==> config.mk <==
export PLATFORM = sky130hd
export DESIGN_NAME = card_hand_reader
export DESIGN_NICKNAME = d
export VERILOG_FILES = /design/src/rtl/card_pkg.sv /design/src/rtl/card_decode.sv /design/src/rtl/card_hand_reader.sv
export SDC_FILE = /design/constraint.sdc
export NUM_CORES = 1
export LEC_CHECK = 0
export ABC_AREA = 1
export BUFFER_PORTS_ARGS = -buffer_cell sky130_fd_sc_hd__clkbuf_2
export CORE_UTILIZATION = 60
export DETAILED_ROUTE_END_ITERATION = 8
export GPL_ROUTABILITY_DRIVEN = 0
export PLACE_DENSITY = 0.79
export SLEW_MARGIN = 20
export SYNTH_ARGS = -nofsm -noshare
export SYNTH_HDL_FRONTEND = slang
export SYNTH_SLANG_ARGS = --single-unit
==> constraint.sdc <==
create_clock -name clk -period 6.17 [get_ports clk]
set_input_delay 0.3085 -clock clk [delete_from_list [all_inputs] [get_ports clk]]
set_output_delay 0.3085 -clock clk [all_outputs]
set_load 0.01 [all_outputs]
==> src/rtl/card_pkg.sv <==
// Shared constants, widths and reader state encoding for the card hand reader.
package card_pkg;

   localparam int unsigned NUM_CARDS = 9;
   localparam int unsigned DECK_SIZE = 52;
   localparam int unsigned RANKS     = 13;

   localparam int unsigned CARD_W = 6;
   localparam int unsigned RANK_W = 4;
   localparam int unsigned SUIT_W = 2;
   localparam int unsigned IDX_W  = 4;

   typedef enum logic [2:0] {
      StIdle,
      StCheck,
      StSend,
      StDone,
      StErr
   } reader_state_t;

endpackage

==> src/rtl/card_decode.sv <==
// Combinational card code decoder: code -> rank (1..Ranks), suit (0..3), in-range flag.
module card_decode
   import card_pkg::*;
#(
   parameter int unsigned DeckSize = 52,
   parameter int unsigned Ranks    = 13
) (
   input  logic [CARD_W-1:0] code_i,
   output logic [RANK_W-1:0] rank_o,
   output logic [SUIT_W-1:0] suit_o,
   output logic              in_range_o
);

   localparam logic [CARD_W-1:0] Th1  = CARD_W'(Ranks);
   localparam logic [CARD_W-1:0] Th2  = CARD_W'(2 * Ranks);
   localparam logic [CARD_W-1:0] Th3  = CARD_W'(3 * Ranks);
   localparam logic [CARD_W-1:0] Deck = CARD_W'(DeckSize);

   logic [CARD_W-1:0] rem;

   // Compare-subtract against the suit boundaries instead of a divider.
   always_comb begin
      suit_o = '0;
      rem    = code_i;
      if (code_i >= Th3) begin
         suit_o = SUIT_W'(3);
         rem    = code_i - Th3;
      end else if (code_i >= Th2) begin
         suit_o = SUIT_W'(2);
         rem    = code_i - Th2;
      end else if (code_i >= Th1) begin
         suit_o = SUIT_W'(1);
         rem    = code_i - Th1;
      end
      rank_o = RANK_W'(rem) + RANK_W'(1);
   end

   assign in_range_o = (code_i < Deck);

endmodule

==> src/rtl/card_hand_reader.sv <==
// Latches a nine-card hand on the generator's done edge, validates it, then streams
// decoded cards over valid/ready.
module card_hand_reader #(
   parameter int unsigned DECK_SIZE = 52,
   parameter int unsigned RANKS     = 13
) (
   input  logic                         clk,
   input  logic                         rst,
   input  logic [card_pkg::CARD_W-1:0]  card1_num,
   input  logic [card_pkg::CARD_W-1:0]  card2_num,
   input  logic [card_pkg::CARD_W-1:0]  card3_num,
   input  logic [card_pkg::CARD_W-1:0]  card4_num,
   input  logic [card_pkg::CARD_W-1:0]  card5_num,
   input  logic [card_pkg::CARD_W-1:0]  card6_num,
   input  logic [card_pkg::CARD_W-1:0]  card7_num,
   input  logic [card_pkg::CARD_W-1:0]  card8_num,
   input  logic [card_pkg::CARD_W-1:0]  card9_num,
   input  logic                         work_done_card_generation,
   output logic                         out_valid,
   input  logic                         out_ready,
   output logic [card_pkg::IDX_W-1:0]   out_index,
   output logic [card_pkg::RANK_W-1:0]  out_rank,
   output logic [card_pkg::SUIT_W-1:0]  out_suit,
   output logic                         hand_done,
   output logic                         hand_error,
   output logic [card_pkg::IDX_W-1:0]   err_index
);
   import card_pkg::*;

   localparam logic [IDX_W-1:0] LastIdx = IDX_W'(NUM_CARDS - 1);

   reader_state_t       state_q;
   logic                wd_q;
   logic [CARD_W-1:0]   card_q [NUM_CARDS];
   logic [CARD_W-1:0]   card_in [NUM_CARDS];
   logic [DECK_SIZE-1:0] seen_q;
   logic [IDX_W-1:0]    idx_q;
   logic                out_valid_q, hand_done_q, hand_error_q;
   logic [IDX_W-1:0]    err_index_q;

   logic                start;
   logic [CARD_W-1:0]   dec_code;
   logic [RANK_W-1:0]   dec_rank;
   logic [SUIT_W-1:0]   dec_suit;
   logic                dec_in_range;
   logic                bad_card;
   logic                presenting;

   always_comb begin
      card_in[0] = card1_num;
      card_in[1] = card2_num;
      card_in[2] = card3_num;
      card_in[3] = card4_num;
      card_in[4] = card5_num;
      card_in[5] = card6_num;
      card_in[6] = card7_num;
      card_in[7] = card8_num;
      card_in[8] = card9_num;
   end

   assign start    = work_done_card_generation & ~wd_q;
   assign dec_code = card_q[idx_q];
   assign bad_card = !dec_in_range || seen_q[dec_code];

   card_decode #(
      .DeckSize (DECK_SIZE),
      .Ranks    (RANKS)
   ) u_card_decode (
      .code_i     (dec_code),
      .rank_o     (dec_rank),
      .suit_o     (dec_suit),
      .in_range_o (dec_in_range)
   );

   always_ff @(posedge clk) begin
      if (rst) begin
         state_q      <= StIdle;
         wd_q         <= 1'b0;
         seen_q       <= '0;
         idx_q        <= '0;
         out_valid_q  <= 1'b0;
         hand_done_q  <= 1'b0;
         hand_error_q <= 1'b0;
         err_index_q  <= '0;
         for (int i = 0; i < NUM_CARDS; i++) card_q[i] <= '0;
      end else begin
         wd_q <= work_done_card_generation;
         case (state_q)
            StIdle, StDone, StErr: begin
               if (start) begin
                  for (int i = 0; i < NUM_CARDS; i++) card_q[i] <= card_in[i];
                  seen_q       <= '0;
                  idx_q        <= '0;
                  hand_done_q  <= 1'b0;
                  hand_error_q <= 1'b0;
                  err_index_q  <= '0;
                  state_q      <= StCheck;
               end
            end
            StCheck: begin
               if (bad_card) begin
                  err_index_q  <= idx_q;
                  hand_error_q <= 1'b1;
                  state_q      <= StErr;
               end else begin
                  seen_q[dec_code] <= 1'b1;
                  if (idx_q == LastIdx) begin
                     idx_q       <= '0;
                     out_valid_q <= 1'b1;
                     state_q     <= StSend;
                  end else begin
                     idx_q <= idx_q + IDX_W'(1);
                  end
               end
            end
            StSend: begin
               // idx stays on the last card after acceptance so DONE keeps showing it.
               if (out_ready) begin
                  if (idx_q == LastIdx) begin
                     out_valid_q <= 1'b0;
                     hand_done_q <= 1'b1;
                     state_q     <= StDone;
                  end else begin
                     idx_q <= idx_q + IDX_W'(1);
                  end
               end
            end
            default: state_q <= StIdle;
         endcase
      end
   end

   assign presenting = (state_q == StSend) || (state_q == StDone);
   assign out_valid  = out_valid_q;
   assign out_index  = presenting ? idx_q    : '0;
   assign out_rank   = presenting ? dec_rank : '0;
   assign out_suit   = presenting ? dec_suit : '0;
   assign hand_done  = hand_done_q;
   assign hand_error = hand_error_q;
   assign err_index  = err_index_q;

endmodule

# Yosys cells after proc, flatten, opt, wreduce, memory -nomap -nowiden
# Memories as Yosys holds them, arrays and structs flattened. A register that Yosys moved wholly into a read port is not among the register bits.
# Cells that the tools add are included.
[classes]
add_sub_neg = 5
mul = 0
div = 0
order_cmp = 6
n_eq_ne = 13
shifts = 0
n_mux = 57
bitwise_logic = 12
reduce_logical = 16
[ops]
columns = ["operator", "n"]
rows = [
  ["$mux W52", 2],
  ["$pmux W52 S2", 1],
  ["$mux W6", 9],
  ["$mux W4", 13],
  ["$or A52 B52 Y52", 1],
  ["$mux W1", 16],
  ["$mux W3", 5],
  ["$ne A2 B2 Y1 const B", 7],
  ["$pmux W4 S3", 1],
  ["$reduce_and A5 Y1", 2],
  ["$or A1 B1 Y1", 9],
  ["$pmux W3 S3", 1],
  ["$add A4 B1 Y4 const B", 2],
  ["$pmux W4 S2", 1],
  ["$reduce_and A4 Y1", 2],
  ["$sub A4 B4 Y4 const B", 2],
  ["$lt A6 B7 Y1 const B", 1],
  ["$bmux W1 S6", 1],
  ["$demux W1 S6", 1],
  ["$eq A3 B2 Y1 const B", 2],
  ["$ge A6 B1 Y1 const B", 1],
  ["$ge A6 B4 Y1 const B", 1],
  ["$ge A6 B5 Y1 const B", 1],
  ["$ge A6 B6 Y1 const B", 1],
  ["18 further kinds", 26],
]
[totals]
register_bits = 67
latch_bits = 0
ram_bits = 54
rom_bits = 0
inputBits = 58
out_inout_bits = 17
elab_cells = 118
n_memories = 1
[memory_table]
columns = ["name", "depth", "width", "rd", "rd_ports_with_merged_regs", "wr", "line", "rtl"]
rows = [
  ["card_q", 9, 6, 1, 1, 9, "card_hand_reader.sv:34", "logic [CARD_W-1:0] card_q [NUM_CARDS];"],
]

# Logic depth before layout (Yosys ltp)
# Gate-level depths: netlist (run 1).
[logic_depth]
word_depth = 7
depth_mapped = 23
mapped_depth_nobuf = 23

# Modules after synthesis
# A second synthesis (run 1) with hierarchy kept.
[hier_totals]
cells_unflattened = 950
hier_area_um2 = 6922.9
[by_module_without_submodules]
columns = ["mod", "n_inst", "cells_each", "area_per_inst_um2", "seq_area_each_um2"]
rows = [
  ["card_hand_reader", 1, 857, 6368.6, 3042.9],
  ["card_decode", 1, 93, 554.3, 0.0],
]

# Worst setup path before layout (run 1)
# No wires, ideal clock.
[synth_timing]
kind = "register -> register"
startpoint = "register state_q[0]"
endpoint = "memory card_q[0][0] (enable)"
setup_ps = 443
arrival_time_ps = 3243
required_ps = 5727
setup_slack_ps = 2484
stages_incl_launch_ff = 13
path_buffers = 1
period_less_slack_ps = 3686
cell_sequence = "dfxtp_1 -> inv_1 -> nor2_1 -> a21oi_1 -> inv_1 -> nor2_1 -> o21a_1 -> inv_1 -> o21ai_0 -> nor2_1 -> nand2_1 -> nand2_1 -> clkbuf_1"
[synth_rtl]
columns = ["element", "line", "rtl"]
rows = [
  ["start: declaration", "card_hand_reader.sv:32", "reader_state_t state_q;"],
  ["start signal: assignment", "card_hand_reader.sv:77", "state_q <= StIdle;"],
  ["start signal: assignment", "card_hand_reader.sv:97", "state_q <= StCheck;"],
  ["start signal: assignment", "card_hand_reader.sv:104", "state_q <= StErr;"],
  ["end: declaration", "card_hand_reader.sv:34", ""],
]

==> results of run 1 <==
==> metrics by stage <==
stage	worst slack (ps)	area, µm²	hold WS, ps	std cells
finish	1140	7560	63.1	1112
CTS	1140	7560	51.5	1112
floorplan	2480	6640	378	896
global route	635	7560	55.6	1112
global placement	1990	6990	443	1079
detailed placement	1810	6990	450	1079
==> synth_stat cells (4+ instances only) <==
master    number
inv_1        160
nand2_1      157
nor2_1       138
nand3_1       95
a21oi_1       73
dfxtp_1       71
edfxtp_1      54
o21ai_0       22
clkbuf_1      14
nand2_2       14
ha_1          11
o211ai_1      11
buf_6          9
o21ai_1        9
a21oi_2        8
inv_2          8
buf_4          5
buf_2          4
nor2_2         4
==> area by class of cell <==
cell class | instances | area share, %
Sequential cell | 125 | 40.2
Multi-Input combinational cell | 569 | 36.4
Inverter | 170 | 8.44
Clock inverter | 14 | 1.92
Clock buffer | 18 | 5.53
Tap cell | 140 | 2.32
Timing Repair Buffer | 76 | 5.13
==> routing by layer <==
metal	track usage (%)	routed length, µm	vias up	part of all wire (%)
li1	-	-	2947	-
met1	36.0	6530	2645	45
met2	44.0	6950	178	47
met5	0	0	-	0
met3	7.11	872	29	5.9
met4	11.0	300	0	2.0
==> kinds of logic (layout without fill, tap and decap cells) <==
logic type / Yosys count / in the layout / share of synthesized area [%]
adder cells (fa/ha/maj): 11 / 11 / 2.07
flip-flops: 125 / 125 / 45.9
AND/OR/NAND/NOR: 423 / 423 / 27.6
buffers and inverters: 202 / 278 / 12.8
AO/OA/AOI/OAI: 129 / 129 / 10.9
XOR/XNOR: 6 / 6 / 0.792
==> sequential cells by signal (all words and copies together), names as in the netlist, named ones only <==
register    count
hand_error      1
err_index       4
idx_q           4
out_valid       1
hand_done       1
wd_q            1
state_q         3
card_q         54
seen_q         52
==> power breakdown <==
part           switching, W  internal (W)  total, W  leakage [nW]
clock              0.000377      0.000574  0.000952         0.271
combinational       0.00150      0.000555   0.00206          2.02
sequential        0.0000808       0.00111   0.00119          1.16
==> critical path, delay by kind of cell (launching register included) <==
kind / cells / cell delay, ps
AO/OA/AOI/OAI: 3 / 340
adder cells (fa/ha/maj): 1 / 190
AND/OR/NAND/NOR: 12 / 1900
buffers and inverters: 5 / 830
flip-flops: 1 / 900
==> final timing paths <==
kind,slack [ps],start,cells after the start,end
worst max-delay path,1140,flip-flop,21,out_rank[2]
worst min-delay path,60,card7_num[0],3,card_q[6][0]
worst max register to register,1870,flip-flop,18,seen_q[27]
worst min register to register,460,seen_q[40],2,seen_q[40]
==> what timing repair did <==
item,4_1_cts,5_1_grt
hold buffers,1,0
setup endpoints to repair,0,0
hold endpoints to repair,1,0
==> metrics.csv, run 1 <==
metric;value;unit
Post-synth EDFFs;54;
CP Capture Type;output pin;
pwr/cell area;556;nW/µm²
Root Buffer;clkbuf_8;
Yosys top cell by area;edfxtp_1;
initial DRC count;575;
Final #Nets;1028;
Die Span Y;107;µm
CTS clock-pin slew for the worst setup and hold paths;60;ps
Final Max Slew Viols;0;
share of the synthesized area in the top cell type;24.4;%
Critical Path RT;5860;ps
# diodes;0;
Total GRT Usage;27.7;%
final hold vios;0;
Critical-path top delay cell;dfxtp_1;
sequential cell area;3040;µm²
endpoints failing setup;0;
Synth async-reset ratio;0;%
number of global-route vias before repair;5325;
# fillers;870;
setup TNS;0;ps
Seq/Total Area, Yosys;45.9;%
period utilisation layout;81.6;%
DRC;0;
core area;10800;µm²
CP peak stage delay;900;ps
via/cell ratio;5.21;
initial cell density of the core;61.5;%
crit path launch type;flip-flop;
Post-DP HPWL;9.67;mm
chip width;107;µm
synth warn;0;
WL/cell;13.2;µm
Period minus WS final;5030;ps
fmax;0.199;GHz
post-CTS setup buffers;0;
Synth Flop Type;dfxtp_1;
worst clock skew;5.39;ps
IO Pins;75;
row count;38;
maximum vdd drop;0.520;mV
CTS sink count;125;
Area contributors post-synth;edfxtp_1, dfxtp_1, inv_1;
CP Class;flip-flop to output pin;
Max-cap violations;0;
layout cells sized above 1;15.6;%
IO Port Bufs;74;
status;finished, final reports clean;
CP max FO;37;
largest net degree at the start of global routing;75;
Final ANT Viol Nets;0;
CP most frequent cell;nand2_1;
Layout area overhead;14.0;%
Rel. slew slack;36.7;%
initial antenna violation count;0;
first-pass GRT wire length;24.5;mm
Post-Syn Area;6640;µm²
Mapped Nets;965;
Multi-input gate area;2760;µm²
FF+latch count, synth;125;
critical-path cell list;inv_2 > nand2_1 > nand3_1 > nand3_1 > nand3_4 > nand2_4 > inv_1 > nand2_1 > o21ai_0 > nand2_1 > nand2_2 > inv_2 > nand2_1 > nand2_1 > nand2_1 > nand2_1 > inv_1 > ha_1 > o21ai_0 > a21oi_1 > clkbuf_2;
CTS tree;done;
CTS Buffer Depth;2;
Die ar.;11500;µm²
most common cell after layout, fill and taps aside;inv_1;
Lkg Pwr;3.45;nW
most frequent cells in the layout;inv_1, nand2_1, nor2_1, nand3_1, clkbuf_2;
CTS Buf Count;17;
H-tree levels;4;
Post-Syn Instances;896;
post-synth cell types;34;
WP data arrival;4730;ps
Avg Inst Size Synth;7.41;µm²
clk_lat worst skew;540;ps
Post-Route WL;14.7;mm
routed vias;5799;
CTS resizes;0;
RSZ-0062 raised after global routing;no;
Worst Hold Class;input port to flip-flop;
first-pass detailed-route iteration total;8;
final design utilization;70.1;%
Final Power;0.00420;W
Worst Tran Pin Value;948;ps
GRT overflow;0;
Note: power is estimated with default switching activity, not from simulation.
==> run 2: changes to the inputs <==
CORE_UTILIZATION = 53   (was 60)
PLACE_DENSITY = 0.73   (was 0.79)
clock period = 4.1 ns   (was 6.17 ns; I/O delays follow)
==> run 2 against run 1 <==
Against the previous run:
- cell count rose by 3.3%
- register-to-register slack worse by 1200 ps
- worst hold slack improved by 16 ps
- via count is 1.4% higher
- critical path type unchanged
- utilization fell by 6.1 points
- sequential share of layout area fell by 0.94 points
- combinational power rose by 60%
- die area is 13% higher
- power is 58% higher
- critical endpoint unchanged
- non-clock buffer count rose by 7
- first-iteration DRC count is 9.2% lower
==> metrics.csv, run 2 (synthesized netlist as in run 1, its figures left out) <==
metric;value;unit
Worst Tran Pin Value;873;ps
worst reg-to-reg path cell count;18;
Final Power;0.00662;W
initial cell density of the core;54.8;%
Total GRT Usage;25.0;%
biggest regs;card_q: 54 flops, seen_q: 52 flops;
routed vias;5881;
GRT overflow;0;
Die ar.;13000;µm²
Sequential Power Share;26.9;%
fmax;0.270;GHz
Layout area overhead;16.7;%
chip width;114;µm
CTS Buf Count;17;
Lkg Pwr;3.53;nW
R2R Setup Slk;690;ps
CTS Buffer Depth;2;
final hold vios;0;
first-pass GRT wire length;25.3;mm
# fillers;1113;
Hold Crit Depth;3;
clk_lat worst skew;420;ps
row count;40;
final design utilization;64.0;%
Period minus WS final;3710;ps
CTS clock-pin slew for the worst setup and hold paths;60;ps
Final #Nets;1037;
Finished Layout Cells;1149;
placed insts;1111;
layout cells sized above 1;16.5;%
worst clock skew;13.1;ps
GR Util met3;5.74;%
maximum vdd drop;0.812;mV
internal power;0.00359;W
Root Buffer;clkbuf_16;
RR Endpoint;seen_q[28];
core area;12100;µm²
crit path launch type;flip-flop;
CP most frequent cell;nand2_1;
CP Capture Type;output pin;
largest reg by FF count;card_q;
period utilisation layout;90.4;%
Max-cap violations;0;
Critical Path RT;3890;ps
Final Max Slew Viols;0;
WL/cell;13.6;µm
pwr/cell area;855;nW/µm²
first-pass detailed-route iteration total;7;
CP peak stage delay;350;ps
via/cell ratio;5.12;
setup slack after layout;392;ps
IO Port Bufs;74;
Largest register FFs;54;
Hold EP;card_q[4][4];
CTS sink count;125;
critical-path cell list;buf_4 > nand2_1 > nand3_1 > nand3_1 > nand3_4 > nand2_8 > inv_1 > ha_1 > inv_1 > o21ai_0 > nand2_1 > nand2_1 > nand2_1 > nand2_1 > nand2_1 > inv_1 > ha_1 > o21ai_0 > a21oi_1 > clkbuf_2;
Logic pwr share;49.7;%
WP data arrival;3500;ps
endpoints failing setup;0;
H-tree levels;4;
most common cell after layout, fill and taps aside;inv_1;
Post-DP HPWL;10.0;mm
initial antenna violation count;0;
status;finished, final reports clean;
pre-CTS setup slack;461;ps
# diodes;0;
largest net degree at the start of global routing;69;
met1 usage;33.0;%
Critical-path top delay cell;dfxtp_1;
most frequent cells in the layout;inv_1, nand2_1, nor2_1, nand3_1, clkbuf_2;
met2 Use GR;40.6;%
Worst Hold Class;input port to flip-flop;
sw frac;45.7;%
clock share of power;23.4;%
initial DRC count;522;
CP max FO;29;
Die Span Y;114;µm
IO Pins;75;
DRC;0;
Switch Pwr;0.00303;W
Final ANT Viol Nets;0;
CTS tree;done;
Post-Route WL;15.6;mm
Min-Delay Startpoint;card5_num[4];
CP Class;flip-flop to output pin;
Rel. slew slack;41.8;%
number of global-route vias before repair;5430;
busiest grt layer;met2;
[run 2: cell types whose count changed in the layout (fill, tap and decap cells not counted), sizes merged]
cell      change
bufinv        +2
clkbuf        +1
nand3         +1
nand2         +1
clkinvlp      -1
buf           +7
inv           -2
[run 2: layout make-up]
cell class / count / area [µm²] / area share [%]
sequential: 125 / 3040 / 39.3
multi-input combinational: 571 / 2790 / 36.1
inverter: 170 / 641 / 8.27
timing repair buffer: 83 / 453 / 5.85
clock buffer: 19 / 433 / 5.59
tap: 168 / 210 / 2.71
clock inverter: 13 / 173 / 2.23
[run 2: worst max-delay path, delay by kind of cell (launching register included)]
family                   cells  cell delay [ps]
AO/OA/AOI/OAI                3              400
adder cells (fa/ha/maj)      2              350
buffers and inverters        5              760
flip-flops                   1              350
AND/OR/NAND/NOR             10             1200
[run 2: worst max-delay path by stage]
stage                     startpoint  slack, ps      endpoint
after floorplan           state_q[0]        410  card_q[0][0]
after global placement     flip-flop        560   out_rank[1]
after detailed placement   flip-flop        460   out_rank[2]
after CTS                  flip-flop          2   out_rank[2]
after global routing       flip-flop         -7   out_rank[2]
final                      flip-flop        390   out_rank[2]
[run 2: power groups by stage]
| stage | Combinational (W) | Clock [W] | Sequential (W) |
|---|---|---|---|
| 6_report | 0.00329 | 0.00155 | 0.00178 |
| 5_1_grt | 0.00368 | 0.00162 | 0.00180 |
| 4_1_cts | 0.00315 | 0.00156 | 0.00178 |
| 3_5_place_dp | 0.00312 | 0 | 0.00180 |
| 3_3_place_gp | 0.00309 | 0 | 0.00180 |
| 2_1_floorplan | 0.00256 | 0 | 0.00177 |
[run 2: layer usage]
| layer | routed length [µm] | vias to the layer above |
|---|---|---|
| met4 | 263 | 0 |
| met3 | 1180 | 24 |
| met2 | 7420 | 215 |
| li1 | - | 2976 |
| met1 | 6730 | 2666 |
| met5 | 0 | - |
[run 2: stage by stage]
step	area [µm²]	TNS, ps	hold slack [ps]
2_1_floorplan	6640	0	274
3_3_place_gp	7070	0	427
3_5_place_dp	7070	0	442
4_1_cts	7680	0	71.5
5_1_grt	7750	-7.03	85.1
6_report	7750	0	79.3
[run 2: timing repair]
action | 4_1_cts | 5_1_grt
buffers inserted | 0 | 3
endpoints found under the hold margin | 1 | 0
gates resized for setup | 0 | 6
hold buffers | 1 | 0
endpoints found under the setup margin | 0 | 4
